[src/rtl/jtframe_objscan.sv]
// Object scanner feeding the 16x16 sprite draw stage.
// On each hs rising edge it walks the object attribute table, selects the
// objects that cross the line being prepared and hands them one at a time to
// the draw stage. Request fields stay stable until the draw stage releases busy.
module jtframe_objscan #(
    parameter int CW = 12,
    parameter int PW = 8,
    parameter int OW = 7,
    parameter int AW = OW + 2
) (
    input  logic          clk,
    input  logic          rst,
    input  logic          hs,
    input  logic [8:0]    vrender,
    output logic [AW-1:0] ram_addr,
    input  logic [15:0]   ram_data,
    output logic          draw,
    input  logic          busy,
    output logic [CW-1:0] code,
    output logic [8:0]    xpos,
    output logic [3:0]    ysub,
    output logic          hflip,
    output logic          vflip,
    output logic [PW-5:0] pal,
    output logic          done
);

    typedef enum logic [2:0] {
        IDLE  = 3'd0,
        READ  = 3'd1,
        CHECK = 3'd2,
        ISSUE = 3'd3,
        HOLD  = 3'd4,
        NEXT  = 3'd5
    } state_t;

    state_t          state, state_nx;
    logic            hs_q;
    logic            hs_rise;
    logic [1:0]      cnt;
    logic [1:0]      word;
    logic [OW-1:0]   obj_idx;
    logic [8:0]      ypos_r;
    logic            vflip_r;
    logic            hflip_r;
    logic            hide_r;
    logic [CW-1:0]   code_r;
    logic [8:0]      xpos_r;
    logic [PW-5:0]   pal_r;
    logic            hold_first;
    logic [8:0]      ydiff;
    logic            visible;
    logic            last_obj;
    logic            unused_data;

    assign hs_rise  = hs & ~hs_q;
    // Word 3 is never addressed: the fourth READ cycle only collects w2 data.
    assign word     = (cnt == 2'd3) ? 2'd2 : cnt;
    assign ram_addr = {obj_idx, word};
    // Mod-512 distance from the object's top row; wraps naturally in 9 bits.
    assign ydiff    = vrender - ypos_r;
    assign visible  = ~hide_r && (ydiff[8:4] == 5'd0);
    assign last_obj = (obj_idx == {OW{1'b1}});
    // Reserved RAM bits are intentionally ignored.
    assign unused_data = ^ram_data;

    // State register.
    always_ff @(posedge clk) begin
        if (rst) begin
            state <= IDLE;
        end else begin
            state <= state_nx;
        end
    end

    // Next-state logic; an hs rising edge restarts the scan from any state.
    always_comb begin
        state_nx = state;
        if (hs_rise) begin
            state_nx = READ;
        end else begin
            case (state)
                IDLE:    state_nx = IDLE;
                READ:    state_nx = (cnt == 2'd3) ? CHECK : READ;
                CHECK:   state_nx = visible ? ISSUE : NEXT;
                ISSUE:   state_nx = busy ? ISSUE : HOLD;
                HOLD:    state_nx = (!hold_first && !busy) ? NEXT : HOLD;
                NEXT:    state_nx = last_obj ? IDLE : READ;
                default: state_nx = IDLE;
            endcase
        end
    end

    // Datapath: RAM capture, request fields, draw pulse, index and done flag.
    always_ff @(posedge clk) begin
        if (rst) begin
            hs_q       <= 1'b0;
            cnt        <= 2'd0;
            obj_idx    <= '0;
            ypos_r     <= 9'd0;
            vflip_r    <= 1'b0;
            hflip_r    <= 1'b0;
            hide_r     <= 1'b0;
            code_r     <= '0;
            xpos_r     <= 9'd0;
            pal_r      <= '0;
            hold_first <= 1'b0;
            draw       <= 1'b0;
            code       <= '0;
            xpos       <= 9'd0;
            ysub       <= 4'd0;
            hflip      <= 1'b0;
            vflip      <= 1'b0;
            pal        <= '0;
            done       <= 1'b0;
        end else begin
            hs_q <= hs;
            draw <= 1'b0;
            if (hs_rise) begin
                obj_idx    <= '0;
                done       <= 1'b0;
                cnt        <= 2'd0;
                hold_first <= 1'b0;
            end else begin
                case (state)
                    READ: begin
                        cnt <= cnt + 2'd1;
                        case (cnt)
                            2'd1: begin
                                ypos_r  <= ram_data[8:0];
                                vflip_r <= ram_data[9];
                                hflip_r <= ram_data[10];
                                hide_r  <= ram_data[15];
                            end
                            2'd2: code_r <= ram_data[CW-1:0];
                            2'd3: begin
                                xpos_r <= ram_data[8:0];
                                pal_r  <= ram_data[9 +: PW-4];
                            end
                            default: ;
                        endcase
                    end
                    CHECK: begin
                        if (visible) begin
                            code  <= code_r;
                            xpos  <= xpos_r;
                            ysub  <= ydiff[3:0];
                            hflip <= hflip_r;
                            vflip <= vflip_r;
                            pal   <= pal_r;
                        end
                    end
                    ISSUE: begin
                        if (!busy) begin
                            draw       <= 1'b1;
                            hold_first <= 1'b1;
                        end
                    end
                    HOLD: hold_first <= 1'b0;
                    NEXT: begin
                        cnt <= 2'd0;
                        if (last_obj) begin
                            done <= 1'b1;
                        end else begin
                            obj_idx <= obj_idx + 1'b1;
                        end
                    end
                    default: ;
                endcase
            end
        end
    end

endmodule

[config.mk]
export PLATFORM = sky130hd
export DESIGN_NAME = jtframe_objscan
export DESIGN_NICKNAME = d
export VERILOG_FILES = /design/src/rtl/jtframe_objscan.sv
export SDC_FILE = /design/constraint.sdc
export NUM_CORES = 1
export LEC_CHECK = 0
export CAP_MARGIN = 20
export CORE_MARGIN = 8
export CORE_UTILIZATION = 30
export DETAILED_ROUTE_END_ITERATION = 6
export PLACE_DENSITY = 0.48
export SYNTH_ARGS = -nofsm -noshare
export SYNTH_HDL_FRONTEND = slang
export SYNTH_SLANG_ARGS = --single-unit
[constraint.sdc]
create_clock -name clk -period 6.67 [get_ports clk]
set_input_delay 1.0005 -clock clk [delete_from_list [all_inputs] [get_ports clk]]
set_output_delay 1.0005 -clock clk [all_outputs]
set_load 0.05 [all_outputs]
Word level (Yosys, flattened, before mapping)

Cells that the tools add are included.

Bits in read-only memories: 0
Input port bits: 29
Register bits: 84
Latch bits: 0
Memories: 0
RAM bits: 0

Magnitude comparators: 0
Divide/modulo/power cells: 0
Add/subtract/negate cells: 3
Reductions and logical operators: 16
Equal/unequal tests: 10
Muxes and demuxes: 12
Shift-type cells: 0
Bitwise logic cells: 6
$mul: 0

Operator list:

| cell                                                             | count |
|---|---|
| 3-bit case mux with 5 select lines                               | 1 |
| 3-bit AND reduction                                              | 4 |
| 9-bit subtractor                                                 | 1 |
| 7-bit by 1-bit adder with 7-bit output (second input constant)   | 1 |
| 7-bit == test (second input constant)                            | 1 |
| 3-bit by 2-bit == test with 1-bit output (second input constant) | 2 |
| 3-bit == test (second input constant)                            | 2 |
| 3-bit two-way mux                                                | 2 |
| 2-bit AND reduction                                              | 3 |
| 5-bit logical NOT                                                | 1 |
| 1-bit two-way mux                                                | 5 |
| 1-bit inverter                                                   | 5 |
| 2-bit == test (second input constant)                            | 2 |
| 2-bit two-way mux                                                | 2 |
| 2-bit case mux with 2 select lines                               | 1 |
| 2-bit nonzero test                                               | 2 |
| 3-bit by 1-bit == test with 1-bit output (second input constant) | 1 |
| 3-bit OR reduction                                               | 1 |
| 2-bit by 1-bit adder with 2-bit output (second input constant)   | 1 |
| 2-bit by 1-bit == test with 1-bit output (second input constant) | 1 |
| 1-bit logical AND                                                | 2 |
| 1-bit logical NOT                                                | 2 |
| 2-bit inequality test (second input constant)                    | 1 |
| 1-bit case mux with 2 select lines                               | 1 |
| 2 further kinds                                                  | 2 |

Logic depth before layout (Yosys ltp)

Gate-level depths: netlist of the first run.

Depth after elaboration: 6
Gate-level depth with buffers: 11
Gate-level depth less buffers: 9

Worst setup path before layout of the first run

Ideal clock, no wire load.

Path kind: in2reg
From: in vrender[0]
To: reg ysub[2]
Data required time: 6.547 ns
Slack: 3.495 ns
Arrival time: 3.051 ns
Stages: 10
Path through: inv_1 ha_1 fa_1 nand2b_1 a211oi_1 o21ai_1 a221oi_4 nand4_2 buf_6 mux2_1

Word-level cells in the longest chain between the ends: 4

RTL lines:

| what                          | RTL line | RTL |
|---|---|---|
| from (decl)                   | 14       | `input logic [8:0] vrender,` |
| 9-bit subtractor (*)          | 61       | `assign ydiff = vrender - ypos_r;` |
| 5-bit logical NOT             | 62       | `assign visible = ~hide_r && (ydiff[8:4] == 5'd0);` |
| 1-bit logical AND             | 62       |  |
| 3-bit AND reduction (no line) | --       |  |
| to (signal assigned)          | 147      | `ysub <= ydiff[3:0];` |
| to (decl)                     | 21       | `output logic [3:0] ysub,` |

Every way passes the cells marked *; elsewhere a longest branch is shown, timed or not.
A chain may end at the register's enable or synchronous reset.

Worst setup path in the final report of the first run

Same ends and word-level chain as after synthesis.

==> metrics, run 1 <==
outcome complete, no violations; number of gates resized after cts 0; biggest area contributors in the synthesized netlist sky130_fd_sc_hd__dfxtp_1 43%, sky130_fd_sc_hd__nand2b_1 9.3%, sky130_fd_sc_hd__mux2i_1 7.4%; Critical Path Fanout Max 29; diode count 0; std cell rows a little over 40; worst clock skew on the final layout approximately 0.009 ns; total CTS buffers 9; horizontal extent of the die about 130 um; share of final-layout standard cells stronger than drive strength 1 0.06349; clk sinks 84; wirelength, routed 9716 um; area added between synthesis and finish 27.63%; cell count after synthesis 448; Post-DP HPWL 6693 um; die span in y 130.2 um; hold bufs inserted after CTS 0; nets in the synthesized netlist between 400 and 500; fin util 0.3941; routability congestion estimate between 0.7 and 0.8; setup repair after global routing missed its margin false; post-detailed-route via-to-cell ratio between 4 and 5; clock edge transition at the registers on the reported setup and hold paths approximately 0.06 ns; number of enable-type register cells in the synthesized netlist 0; async set-or-reset flop fraction in the synthesized netlist 0; Pint approximately 0.00084 W; via count between 3,000 and 4,000; wire length per cell after detailed routing between 10 and 15 um; Reg area ~1700 um^2; number of standard cells in the layout, taps in and fillers out around 680; P_sw between 0.0002 and 0.0003 W; number of top-level pins around 70; total setup buffers inserted after CTS 0; Maximum Capacitance Violations 0; Max Clock Freq about 270 MHz; Worst setup EP type flip-flop; number of instances in the placed design 660; peak ir drop on the vdd network roughly 0.00011 V; post-synthesis sequential element count 84; Worst Setup Start Kind input port; CTS root buf sky130_fd_sc_hd__clkbuf_16; number of port buffers a little under 70; Final Critical Period 3.702 ns; data arrival time of the critical path 3.93 ns; number of library cell types mapped by synthesis 45; clock network fraction of total power 0.466; number of detailed-route iterations in the first pass 6; count of final setup violators 0; Die Footprint approximately 17,000 um^2; Reg2Reg Depth 9; area used by multi-input combinational logic approximately 2000 um^2; required time of the critical path 6.90 ns; leading register cell type out of synthesis sky130_fd_sc_hd__dfxtp_1; Final Hold Violating Endpoints 0; area inside the core boundary 12,670 um^2; share of total power in combinational logic 0.075; worst slack at placement roughly 2.6 ns; Mapped Area 3913 um^2; Final Slew Violations 0; register share of total power 0.459; Post-layout nets around 540; total power density per cell area 220.6 nW/um^2; Setup TNS Final 0 ns; Slew @ Worst Pin 0.9783 ns; share of the cycle needed by the critical path after routing 0.5551; CTS tree done; post-synthesis average cell area 8.733 um^2; most frequent cells after synthesis 84 x sky130_fd_sc_hd__dfxtp_1, 58 x sky130_fd_sc_hd__nand2b_1, 48 x sky130_fd_sc_hd__nand2_1, 45 x sky130_fd_sc_hd__a21oi_1, 40 x sky130_fd_sc_hd__nand3_1; first-pass GRT wire length around 16,000 um; number of synthesis warnings 0; clock insertion delay at the later pin of the skew report around 0.34 ns; pin count of the biggest net entering global routing 100; headroom to the max-slew limit 0.3439; Max H-tree Level 3; sequential area share after synthesis 0.4298; static leakage power around 1.8 nW; final antenna-violating net count 0; most instantiated library cell after synthesis sky130_fd_sc_hd__dfxtp_1; Worst Hold Depth 2; total gr overflow 0; leading area contributor after synthesis sky130_fd_sc_hd__dfxtp_1; number of buffers between clock root and the deepest sink 2; crit path kind in2reg; remaining routing DRC violations 0; antenna violations before repair 0; Net Sw Frac 0.2361; initial cell density of the core 0.3088; total track usage 0.1206; worst setup margin between 2 and 3 ns; filler cell count in the final layout 1,317; via count of the first global-routing pass 3,165; DRC marker count from the first detailed-route iteration 140; Yosys top cell area share 0.4298; Hold Crit Class reg2reg; hold slack final about 0.45 ns
[cells in the final DEF (no fill, tap or decap), types with 6 or more instances in the layout]
cell / synthesis / layout
sky130_fd_sc_hd__ha_1: 13 / 13
sky130_fd_sc_hd__inv_1: 13 / 13
sky130_fd_sc_hd__nand3_1: 40 / 40
sky130_fd_sc_hd__mux2i_1: 29 / 29
sky130_fd_sc_hd__clkdlybuf4s50_1: 0 / 67
sky130_fd_sc_hd__a21oi_1: 45 / 45
sky130_fd_sc_hd__nor2_1: 19 / 19
sky130_fd_sc_hd__xor2_1: 6 / 6
sky130_fd_sc_hd__dfxtp_1: 84 / 84
sky130_fd_sc_hd__nand2b_1: 58 / 58
sky130_fd_sc_hd__nand2_1: 48 / 48
sky130_fd_sc_hd__clkbuf_16: 0 / 9
[kinds of logic (layout without fill, tap and decap cells)]
kind of cell / after synthesis / in the layout / synth area share
simple gates: 193 / 193 / 0.2555
flops: 84 / 84 / 0.4298
compound gates: 73 / 73 / 0.1196
buf+inv: 44 / 100 / 0.04829
mux: 31 / 31 / 0.07995
fa+ha+maj: 14 / 14 / 0.04669
xor+xnor: 9 / 9 / 0.02015
[sequential cells by signal, summed over array words and instances, names as in the netlist]
name	count
code_r	12
xpos	9
pal_r	4
hide_r	1
pal	4
cnt	2
done	1
ypos_r	9
obj_idx	7
ysub	4
hflip	1
state	3
hold_first	1
vflip	1
code	12
draw	1
xpos_r	9
hflip_r	1
vflip_r	1
hs_q	1
[worst paths after layout]
check / startpoint / slack (ns) / end
worst max-delay path: vrender[0] / 2.97 / ysub[2]$_SDFFE_PP0P_
worst min-delay path: hide_r$_SDFFE_PP0P_ / 0.45 / hide_r$_SDFFE_PP0P_
worst max register to register: ypos_r[0]$_SDFFE_PP0P_ / 3.79 / ysub[2]$_SDFFE_PP0P_
worst min register to register: hide_r$_SDFFE_PP0P_ / 0.45 / hide_r$_SDFFE_PP0P_
[power by group through the flow]
stage                     Clock [W]  Combinational [W]  Sequential, W
after CTS                  0.000532          0.0000835       0.000506
after detailed placement          0          0.0000831       0.000517
after global placement            0          0.0000825       0.000517
after floorplan                   0          0.0000532       0.000516
after global routing       0.000550          0.0000907       0.000506
final                      0.000513          0.0000822       0.000506
[layout make-up]
cell class / count / area share
flip-flops and latches: 84 / 0.3368
clock buffers: 11 / 0.04861
inverters: 13 / 0.009772
clock inverters: 5 / 0.01203
well taps: 172 / 0.04310
multi-input cells: 320 / 0.4099
repair buffers: 71 / 0.1398
[critical path, cell delays in order]
cell and delay [ns]:
sky130_fd_sc_hd__clkdlybuf4s50_1 0.46, sky130_fd_sc_hd__inv_1 0.04, sky130_fd_sc_hd__ha_1 0.21, sky130_fd_sc_hd__fa_1 0.41
sky130_fd_sc_hd__nand2b_1 0.19, sky130_fd_sc_hd__a211oi_1 0.28, sky130_fd_sc_hd__o21ai_1 0.15, sky130_fd_sc_hd__a221oi_4 0.35
sky130_fd_sc_hd__nand4_2 0.13, sky130_fd_sc_hd__buf_4 0.34, sky130_fd_sc_hd__mux2_1 0.37
[layer usage]
metal	global-route usage	routed length (um)
met4	0.05328	185
met5	0	0
met1	0.1494	4536
met2	0.1907	4489
met3	0.03427	504
[per-stage QoR]
| stage | power (W) | cell area [um^2] |
|---|---|---|
| CTS | 0.001122 | 4994 |
| floorplan | 0.0005692 | 3913 |
| global placement | 0.0005999 | 4691 |
| detailed placement | 0.0006006 | 4691 |
| finish | 0.001102 | 4994 |
| global route | 0.001147 | 4994 |
(Power assumes the default switching activity.)
==> run 2: changes to the inputs <==
--- a/config.mk
+++ b/config.mk
@@ -9,7 +9,7 @@
 export CORE_MARGIN = 8
 export CORE_UTILIZATION = 30
 export DETAILED_ROUTE_END_ITERATION = 6
-export PLACE_DENSITY = 0.48
+export PLACE_DENSITY = 0.49
 export SYNTH_ARGS = -nofsm -noshare
 export SYNTH_HDL_FRONTEND = slang
 export SYNTH_SLANG_ARGS = --single-unit
==> constraint.sdc (replaced) <==
create_clock -name clk -period 3.2 [get_ports clk]
set_input_delay 0.48 -clock clk [delete_from_list [all_inputs] [get_ports clk]]
set_output_delay 0.48 -clock clk [all_outputs]
set_load 0.05 [all_outputs]
==> metrics, run 2 (synthesized netlist as in run 1, its figures left out) <==
outcome complete, no violations; leading cell type in the layout, fill and taps excluded sky130_fd_sc_hd__dfxtp_1; number of instances in the placed design 668 (+1.2%); share of the cycle needed by the critical path after routing 0.9163; Setup TNS Final 0 ns (unchanged); chain of cells forming the critical path clkdlybuf4s50_1 > inv_1 > ha_1 > fa_1 > nand2b_1 > a211oi_1 > o21ai_1 > a221oi_4 > nand4_2 > buf_12 > mux2i_1; Regs by FF count code: 12 flops, code_r: 12 flops; number of standard cells in the layout, taps in and fillers out 682 (+0.89%); diode count 0 (unchanged); antenna violations before repair 0 (unchanged); number of gates resized after cts 0 (unchanged); via count of the first global-routing pass 3,277 (+3.5%); Post-DP HPWL 7092 um (+6.0%); final instance area 5062 um^2 (+1.4%); CP delay by family, top buffers and inverters; wire length per cell after detailed routing 14.22 um (-1.0%); peak per-stage delay on the critical path 0.45 ns (about the same); worst clock skew on the final layout 0.006981 ns (-0.001877 ns); final antenna-violating net count 0 (unchanged); Max Clock Freq about 340 MHz; CTS root buf sky130_fd_sc_hd__clkbuf_16; Post-layout nets 550 (+1.5%); Critical Path Fanout Max 23 (-21%); hold bufs inserted after CTS 0 (unchanged); Worst Setup Start Kind input port; CTS tree done; post-detailed-route via-to-cell ratio 4.657 (-0.47%); Final Critical Period 2.932 ns; global routing usage on met1 0.1469 (-0.002556); total track usage 0.1233 (+0.002760); cell at the slowest stage of the critical path sky130_fd_sc_hd__clkdlybuf4s50_1; Maximum Capacitance Violations 0 (unchanged); remaining routing DRC violations 0 (unchanged); initial cell density of the core 0.3088 (unchanged); number of buffers between clock root and the deepest sink 2 (unchanged); crit path kind in2reg; Worst Path Buf+Inv 3 (unchanged); clock insertion delay at the later pin of the skew report 0.34 ns (about the same); Slew @ Worst Pin 0.9598 ns (-0.01843 ns); clock edge transition at the registers on the reported setup and hold paths 0.06 ns (about the same); routability congestion estimate 0.7684 (-3.6%); total gr overflow 0 (unchanged); Hold Crit Class reg2reg; number of port buffers 68 (unchanged); global-route track usage on met2 0.2011 (+0.01036); required time of the critical path 3.42 ns (-3.48 ns); wirelength, routed 9701 um (-0.15%); std cell rows 41 (unchanged); total setup buffers inserted after CTS 0 (unchanged); area inside the core boundary 12,670 um^2 (unchanged); data arrival time of the critical path 3.15 ns (-0.78 ns); Final Slew Violations 0 (unchanged); area added between synthesis and finish 29.39%; top library cells by usage in the layout, fill and taps aside 84 x sky130_fd_sc_hd__dfxtp_1, 67 x sky130_fd_sc_hd__clkdlybuf4s50_1, 58 x sky130_fd_sc_hd__nand2b_1; met3 usage 0.03427 (unchanged); pin count of the biggest net entering global routing 51 (-49%); total power density per cell area 450.4 nW/um^2 (+100%); Max H-tree Level 3 (unchanged); number of detailed-route iterations in the first pass 4 (-2); horizontal extent of the die 130.2 um (unchanged); peak ir drop on the vdd network 0.0002565 V (+130%); setup repair after global routing missed its margin false; static leakage power 1.864 nW (+2.5%); count of final setup violators 0 (unchanged); via count 3,176 (+0.41%); Die Footprint 16,950 um^2 (unchanged); die span in y 130.2 um (unchanged); Final Hold Violating Endpoints 0 (unchanged); hold slack final 0.4547 ns (+0.003212 ns); clk sinks 84 (unchanged); share of final-layout standard cells stronger than drive strength 1 0.07647 (+0.01298); most crowded layer after global routing met2; Worst setup EP type flip-flop; DRC marker count from the first detailed-route iteration 105 (-25%); first-pass GRT wire length 16,270 um (+1.7%); headroom to the max-slew limit 0.3562 (+0.01236); total CTS buffers 9 (unchanged); total placed instance area 4763 um^2 (+1.5%); number of top-level pins 71 (unchanged)
==> run 2: cell count changes in the layout (fill, tap and decap cells not counted), sizes merged <==
cell,previous run,this run
buf,4,12
clkinv,2,0
==> run 2: worst min-delay path, cell delays in order, from the launching register on <==
cell and delay (ns):
sky130_fd_sc_hd__dfxtp_1 0.31, sky130_fd_sc_hd__nand2_1 0.05, sky130_fd_sc_hd__a21oi_1 0.05
==> run 2: metal layers <==
metal	wire, um	vias to the layer above	part of all wire
li1	-	1647	-
met1	4424	1469	0.46
met4	160	0	0.016
met2	4620	49	0.48
met3	495	11	0.051
met5	0	-	0
==> run 2: path summary, 6_finish.rpt <==
check                              start                      to  slack [ns]  cells after the start
setup / recovery              vrender[0]    code[2]$_SDFFE_PP0P_        0.27                     11
hold / removal    code_r[8]$_SDFFE_PP0P_  code_r[8]$_SDFFE_PP0P_        0.45                      2
setup reg to reg  ypos_r[2]$_SDFFE_PP0P_    code[2]$_SDFFE_PP0P_        0.56                      8
hold reg to reg   code_r[8]$_SDFFE_PP0P_  code_r[8]$_SDFFE_PP0P_        0.45                      2
==> run 2: layout make-up <==
cell class / count / area (um^2)
repair buffers: 79 / 770.7
inverters: 13 / 48.80
clock inverters: 3 / 46.29
multi-input cells: 320 / 2047
well taps: 172 / 215.2
flip-flops and latches: 84 / 1682
clock buffers: 11 / 252.7
fillers: 1338 / 7609
==> run 2: metrics by stage <==
stage	util	worst slack, ns	total power [W]
final	0.3995	0.2679	0.002280
after detailed placement	0.3759	-0.08847	0.001258
after CTS	0.3995	0.2586	0.002321
after global placement	0.3759	-0.03556	0.001256
after global routing	0.3995	0.1038	0.002371
after floorplan	-	0.5458	0.001186
==> run 2: where the power goes <==
| group | internal [W] | switching (W) |
|---|---|---|
| clock network | 0.000641 | 0.000406 |
| logic | 0.0000806 | 0.0000976 |
| registers | 0.00105 | 0.00000535 |
